## src/rtl/musb_uart_rx.sv

```systemverilog
// 8N1 UART receiver with 16x oversampling, majority-vote bit sampling,
// a first-word-fall-through receive FIFO and sticky framing/overrun flags.
module musb_uart_rx #(
    parameter int BUS_FREQ        = 100,
    parameter int BAUD_RATE       = 115200,
    parameter int FIFO_ADDR_WIDTH = 3
) (
    input  logic                       clk,
    input  logic                       rst,
    input  logic                       uart_rx,
    output logic [7:0]                 rx_data,
    output logic                       rx_valid,
    input  logic                       rx_ready,
    output logic [FIFO_ADDR_WIDTH:0]   rx_count,
    output logic                       frame_error,
    output logic                       overrun,
    input  logic                       clear_errors
);

    localparam int DIVISOR = (BUS_FREQ * 1000000) / (BAUD_RATE * 16);
    localparam int TICK_W  = (DIVISOR > 1) ? $clog2(DIVISOR) : 1;
    localparam logic [TICK_W-1:0] TICK_LAST = TICK_W'(DIVISOR - 1);
    localparam int DEPTH   = 1 << FIFO_ADDR_WIDTH;
    localparam logic [FIFO_ADDR_WIDTH:0] FULL_COUNT = (FIFO_ADDR_WIDTH + 1)'(DEPTH);

    typedef enum logic [2:0] {
        ST_IDLE,
        ST_START,
        ST_DATA,
        ST_STOP,
        ST_WAIT_HIGH
    } state_t;

    // Two-flop synchroniser, idles high so reset never looks like a start edge
    logic [1:0] sync_reg;
    logic       rx_s;

    always_ff @(posedge clk) begin
        if (rst) begin
            sync_reg <= 2'b11;
        end else begin
            sync_reg <= {sync_reg[0], uart_rx};
        end
    end

    assign rx_s = sync_reg[1];

    state_t              state_reg;
    logic [TICK_W-1:0]   tick_cnt_reg;
    logic [3:0]          sample_cnt_reg;
    logic [2:0]          bit_idx_reg;
    logic [7:0]          shift_reg;
    logic                s7_reg;
    logic                s8_reg;

    logic tick;
    logic sample9;
    logic vote;

    assign tick    = (tick_cnt_reg == TICK_LAST);
    assign sample9 = tick && (sample_cnt_reg == 4'd8);
    assign vote    = (s7_reg & s8_reg) | (s7_reg & rx_s) | (s8_reg & rx_s);

    // FIFO state
    logic [7:0]                 mem [DEPTH];
    logic [FIFO_ADDR_WIDTH-1:0] wr_ptr_reg;
    logic [FIFO_ADDR_WIDTH-1:0] rd_ptr_reg;
    logic [FIFO_ADDR_WIDTH:0]   count_reg;
    logic                       full;
    logic                       pop;
    logic                       push;
    logic                       stop_eval;
    logic                       drop;
    logic                       ferr_set;

    assign full      = (count_reg == FULL_COUNT);
    assign pop       = rx_valid && rx_ready;
    assign stop_eval = (state_reg == ST_STOP) && sample9;
    // A same-cycle pop frees a slot, so a full FIFO can still accept the byte
    assign push      = stop_eval && vote && (!full || pop);
    assign drop      = stop_eval && vote && full && !pop;
    assign ferr_set  = stop_eval && !vote;

    always_ff @(posedge clk) begin
        if (rst) begin
            state_reg      <= ST_IDLE;
            tick_cnt_reg   <= '0;
            sample_cnt_reg <= 4'd0;
            bit_idx_reg    <= 3'd0;
            shift_reg      <= 8'h00;
            s7_reg         <= 1'b1;
            s8_reg         <= 1'b1;
        end else begin
            if (state_reg == ST_IDLE) begin
                tick_cnt_reg   <= '0;
                sample_cnt_reg <= 4'd0;
            end else if (tick) begin
                tick_cnt_reg   <= '0;
                sample_cnt_reg <= sample_cnt_reg + 4'd1;
            end else begin
                tick_cnt_reg   <= tick_cnt_reg + 1'b1;
            end

            if (tick && (sample_cnt_reg == 4'd6)) begin
                s7_reg <= rx_s;
            end
            if (tick && (sample_cnt_reg == 4'd7)) begin
                s8_reg <= rx_s;
            end

            case (state_reg)
                ST_IDLE: begin
                    if (!rx_s) begin
                        state_reg <= ST_START;
                    end
                end
                ST_START: begin
                    if (sample9) begin
                        if (vote) begin
                            state_reg <= ST_IDLE;
                        end else begin
                            state_reg   <= ST_DATA;
                            bit_idx_reg <= 3'd0;
                        end
                    end
                end
                ST_DATA: begin
                    if (sample9) begin
                        shift_reg   <= {vote, shift_reg[7:1]};
                        bit_idx_reg <= bit_idx_reg + 3'd1;
                        if (bit_idx_reg == 3'd7) begin
                            state_reg <= ST_STOP;
                        end
                    end
                end
                ST_STOP: begin
                    if (sample9) begin
                        state_reg <= vote ? ST_IDLE : ST_WAIT_HIGH;
                    end
                end
                ST_WAIT_HIGH: begin
                    if (rx_s) begin
                        state_reg <= ST_IDLE;
                    end
                end
                default: begin
                    state_reg <= ST_IDLE;
                end
            endcase
        end
    end

    // Storage has no reset so it maps onto plain RAM
    always_ff @(posedge clk) begin
        if (push) begin
            mem[wr_ptr_reg] <= shift_reg;
        end
    end

    always_ff @(posedge clk) begin
        if (rst) begin
            wr_ptr_reg <= '0;
            rd_ptr_reg <= '0;
            count_reg  <= '0;
        end else begin
            if (push) begin
                wr_ptr_reg <= wr_ptr_reg + 1'b1;
            end
            if (pop) begin
                rd_ptr_reg <= rd_ptr_reg + 1'b1;
            end
            case ({push, pop})
                2'b10:   count_reg <= count_reg + 1'b1;
                2'b01:   count_reg <= count_reg - 1'b1;
                default: count_reg <= count_reg;
            endcase
        end
    end

    always_ff @(posedge clk) begin
        if (rst) begin
            frame_error <= 1'b0;
            overrun     <= 1'b0;
        end else begin
            if (ferr_set) begin
                frame_error <= 1'b1;
            end else if (clear_errors) begin
                frame_error <= 1'b0;
            end
            if (drop) begin
                overrun <= 1'b1;
            end else if (clear_errors) begin
                overrun <= 1'b0;
            end
        end
    end

    assign rx_valid = (count_reg != '0);
    assign rx_count = count_reg;
    assign rx_data  = rx_valid ? mem[rd_ptr_reg] : 8'h00;

endmodule

```

## config.mk

```make
export PLATFORM = sky130hd
export DESIGN_NAME = musb_uart_rx
export DESIGN_NICKNAME = d
export VERILOG_FILES = /design/src/rtl/musb_uart_rx.sv
export SDC_FILE = /design/constraint.sdc
export NUM_CORES = 1
export LEC_CHECK = 0
export CAP_MARGIN = 25
export CORE_MARGIN = 4
export CORE_UTILIZATION = 60
export DETAILED_ROUTE_END_ITERATION = 10
export GPL_TIMING_DRIVEN = 0
export PLACE_DENSITY = 0.79
export SYNTH_ARGS = -nofsm -noshare
export SYNTH_HDL_FRONTEND = slang
export SYNTH_SLANG_ARGS = --single-unit
```

## constraint.sdc

```tcl
create_clock -name clk -period 3.7 [get_ports clk]
set_input_delay 0.555 -clock clk [delete_from_list [all_inputs] [get_ports clk]]
set_output_delay 0.555 -clock clk [all_outputs]
set_load 0.01 [all_outputs]
```

==> impl_metrics.toml <==
[global_routing]
grt_pass1_wl_um = 14460
grt_pass1_vias = 2835
antenna_found_initial = 0
grt_use_total = 0.2144
overflow = 0
grt_max_degree = 22

[detailed_routing]
drcViolationCount = 0
wl_um = 9027
ant_nets = 0
first_iter_violations = 218
vias = 2956
vias_per_cell = 5.948
firstDrtPassIters = 4
post_drt_wl_per_cell_um = 18.16

[cts]
insertion_delay_ns = 0.37
cts_tree = "done"
clkSinkCount = 107
cts_max_path_buffers = 2
cts_resized = 0
cts_inserted_buffers = 9
holdBufCountCts = 0
post_cts_buffers = 0
clkTransAtPathRegs_ns = 0.11
cts.htree.levels = 3
clock-root-buffer = "clkbuf_8"

[cells_and_area]
multi_input_area_mm2 = 0.001769
layout.nets = 408
final_cell_mix = "64 x edfxtp_1, 45 x nor2_1, 43 x dfxtp_1"
diodes = 0
final_common_cell = "edfxtp_1"
final_util = 0.7112
fill_cells = 496
largest_reg_flops = 64
layout.area.seq_mm2 = 0.002783
fin_cells = 497
synthToLayoutAreaGrowth_pct = 13.14
layout-drive-gt1-share = 0.1809

[power]
powerDensity_mw_per_mm2 = 376.8
p_leak_nw = 1.745
ir_worst_vdd_v = 0.0002549

[timing]
post-route-min-period_ns = 3.296
final_max_slew_viol_count = 0
final-hold-violation-count = 0
period_share = 0.8908
finalSetupViolCount = 0
tightest_slew_ns = 0.9720
tns_ns = 0
max_freq_mhz = 303.4
finClkSkew_ns = 0.01088
relSlewSlack = 0.3470
rsz0062_at_grt = "no"

[logic_synthesis]
ys_async_sr_fraction = 0
synthCells = 355
synthMuxAreaShare = 0.1206
synth_xor_area_frac = 0.01881
synth_adder_area_share = 0.02902
postSynthAreaPerCell_um2 = 13.12
synthFlopType = "edfxtp_1"
synth_nets = 370
synth-compound-area-share = 0.05239
synthTopCellsByArea = "edfxtp_1 41%, dfxtp_1 18%, mux4_2 7.7%"
synth_seq_cells = 107
yosys.area.top_type = "edfxtp_1"
synth_top_family_by_area = "simple AND/OR/NAND/NOR gates"
synth_edf_count = 64
synth_seq_area_share = 0.5975
synthSimpleGateAreaFrac = 0.1510
mappedNetlistArea_mm2 = 0.004657
ys_types = 59
ys_warn_count = 0
synth_top_area_frac = 0.4127

[worst_setup_path]
cpPeakStageDelay_ns = 0.54
worstSetupPathType = "flop to output port"
crit_chain = "buf_1, clkbuf_1, mux4_2, mux2i_1, nor2_1, clkdlybuf4s50_1"
crit_arrival_ns = 2.74
endpoint_kind = "output port"
crit_required_ns = 3.14
crit_slowest_cell = "clkbuf_1"
crit_fanout = 10
cp_num_buf_inv = 3
start_kind = "flop"
critical-path-top-delay-family = "buffers and inverters"

[floorplanning]
start_util = 0.6286
die_x_um = 96.10
pin_count = 20
core_area_mm2 = 0.007408
die_h_um = 96.10
die_area_mm2 = 0.009235
rows = 31

[status]
status = "finished, final reports clean"

[place]
portBuffers = 18
placed_cells = 480
gp_congestion = 0.8420
hpwl_um = 6407

[run]
max-cap-violations = 0

[min_path]
hp-class = "flop to flop"
==> worst reg2reg max path, delay by kind of cell, from the launching register on <==
kind	cells	cell delay [ns]
fa+ha+maj	1	0.21
buf+inv	2	0.46
simple gates	4	1.55
flops	1	0.39
==> stage by stage <==
stage / hold WS [ns] / cell area, um2 / worst slack (ns) / total power [mW]
after floorplan: 0.3895 / 4657 / 1.106 / 1.303
after global placement: 0.4059 / 4961 / 0.1388 / 1.315
after detailed placement: 0.4019 / 5059 / 0.7279 / 1.316
after CTS: 0.4307 / 5261 / 0.3121 / 1.998
after global routing: 0.4472 / 5269 / 0.2612 / 2.061
final: 0.4307 / 5269 / 0.4041 / 1.985
==> Yosys cell counts (all sizes together), types with 2 or more instances <==
cell and number:
edfxtp 64, nor2 45, dfxtp 43, mux2i 19, mux4 16, buf 15, nand2 12, ha 10
nand3 9, nor3 9, a21oi 8, clkbuf 8, inv 8, nand4 8, o21ai 8, nor4 5
nor4b 5, or2 5, xnor2 5, xor2 5, a211oi 3, a31oi 3, and4b 3, nand2b 3
nor3b 3, a211o 2, a2bb2oi 2, and2 2, nand4b 2, or3 2, or4b 2
==> kinds of logic after synthesis <==
group                      count (synthesis)
and+or+nand+nor                          124
DFF                                      107
AOI/OAI and AO/OA                         36
muxes                                     36
buffers and inverters                     31
adders and majority gates                 11
xor gates and xnor gates                  10
==> metal layers <==
metal / routed length, um / part of all wire / global-route usage / vias to the layer above
met5: 0 / 0 / 0 / -
met4: 168 / 0.019 / 0.07938 / 0
met1: 3838 / 0.43 / 0.2887 / 1464
met2: 4610 / 0.51 / 0.3531 / 71
met3: 409 / 0.045 / 0.03284 / 12
li1: - / - / - / 1409
==> final cells by class <==
type | instances | share of cell area
clock inverters | 7 | 0.01496
repair buffers | 27 | 0.04702
multi-input cells | 217 | 0.3358
well taps | 99 | 0.02351
flip-flops and latches | 107 | 0.5281
plain buffers | 23 | 0.02137
inverters | 8 | 0.005699
clock buffers | 9 | 0.02351
==> worst paths after layout <==
path	from	end	slack (ns)	cells past startpoint
worst min-delay path	sync_reg[0]$_SDFF_PP1_	sync_reg[1]$_SDFF_PP1_	0.43	1
worst min register to register	sync_reg[0]$_SDFF_PP1_	sync_reg[1]$_SDFF_PP1_	0.43	1
worst max register to register	tick_cnt_reg[0]$_SDFF_PP0_	mem[7][5]$_DFFE_PP_	0.80	7
worst max-delay path	flop	rx_data[4]	0.40	6
==> where the power goes <==
group          internal (mW)  switching [mW]
clock                  0.268           0.429
sequential              1.25         0.00181
combinational         0.0131          0.0243
total                   1.53           0.455
(Power assumes the default switching activity.)
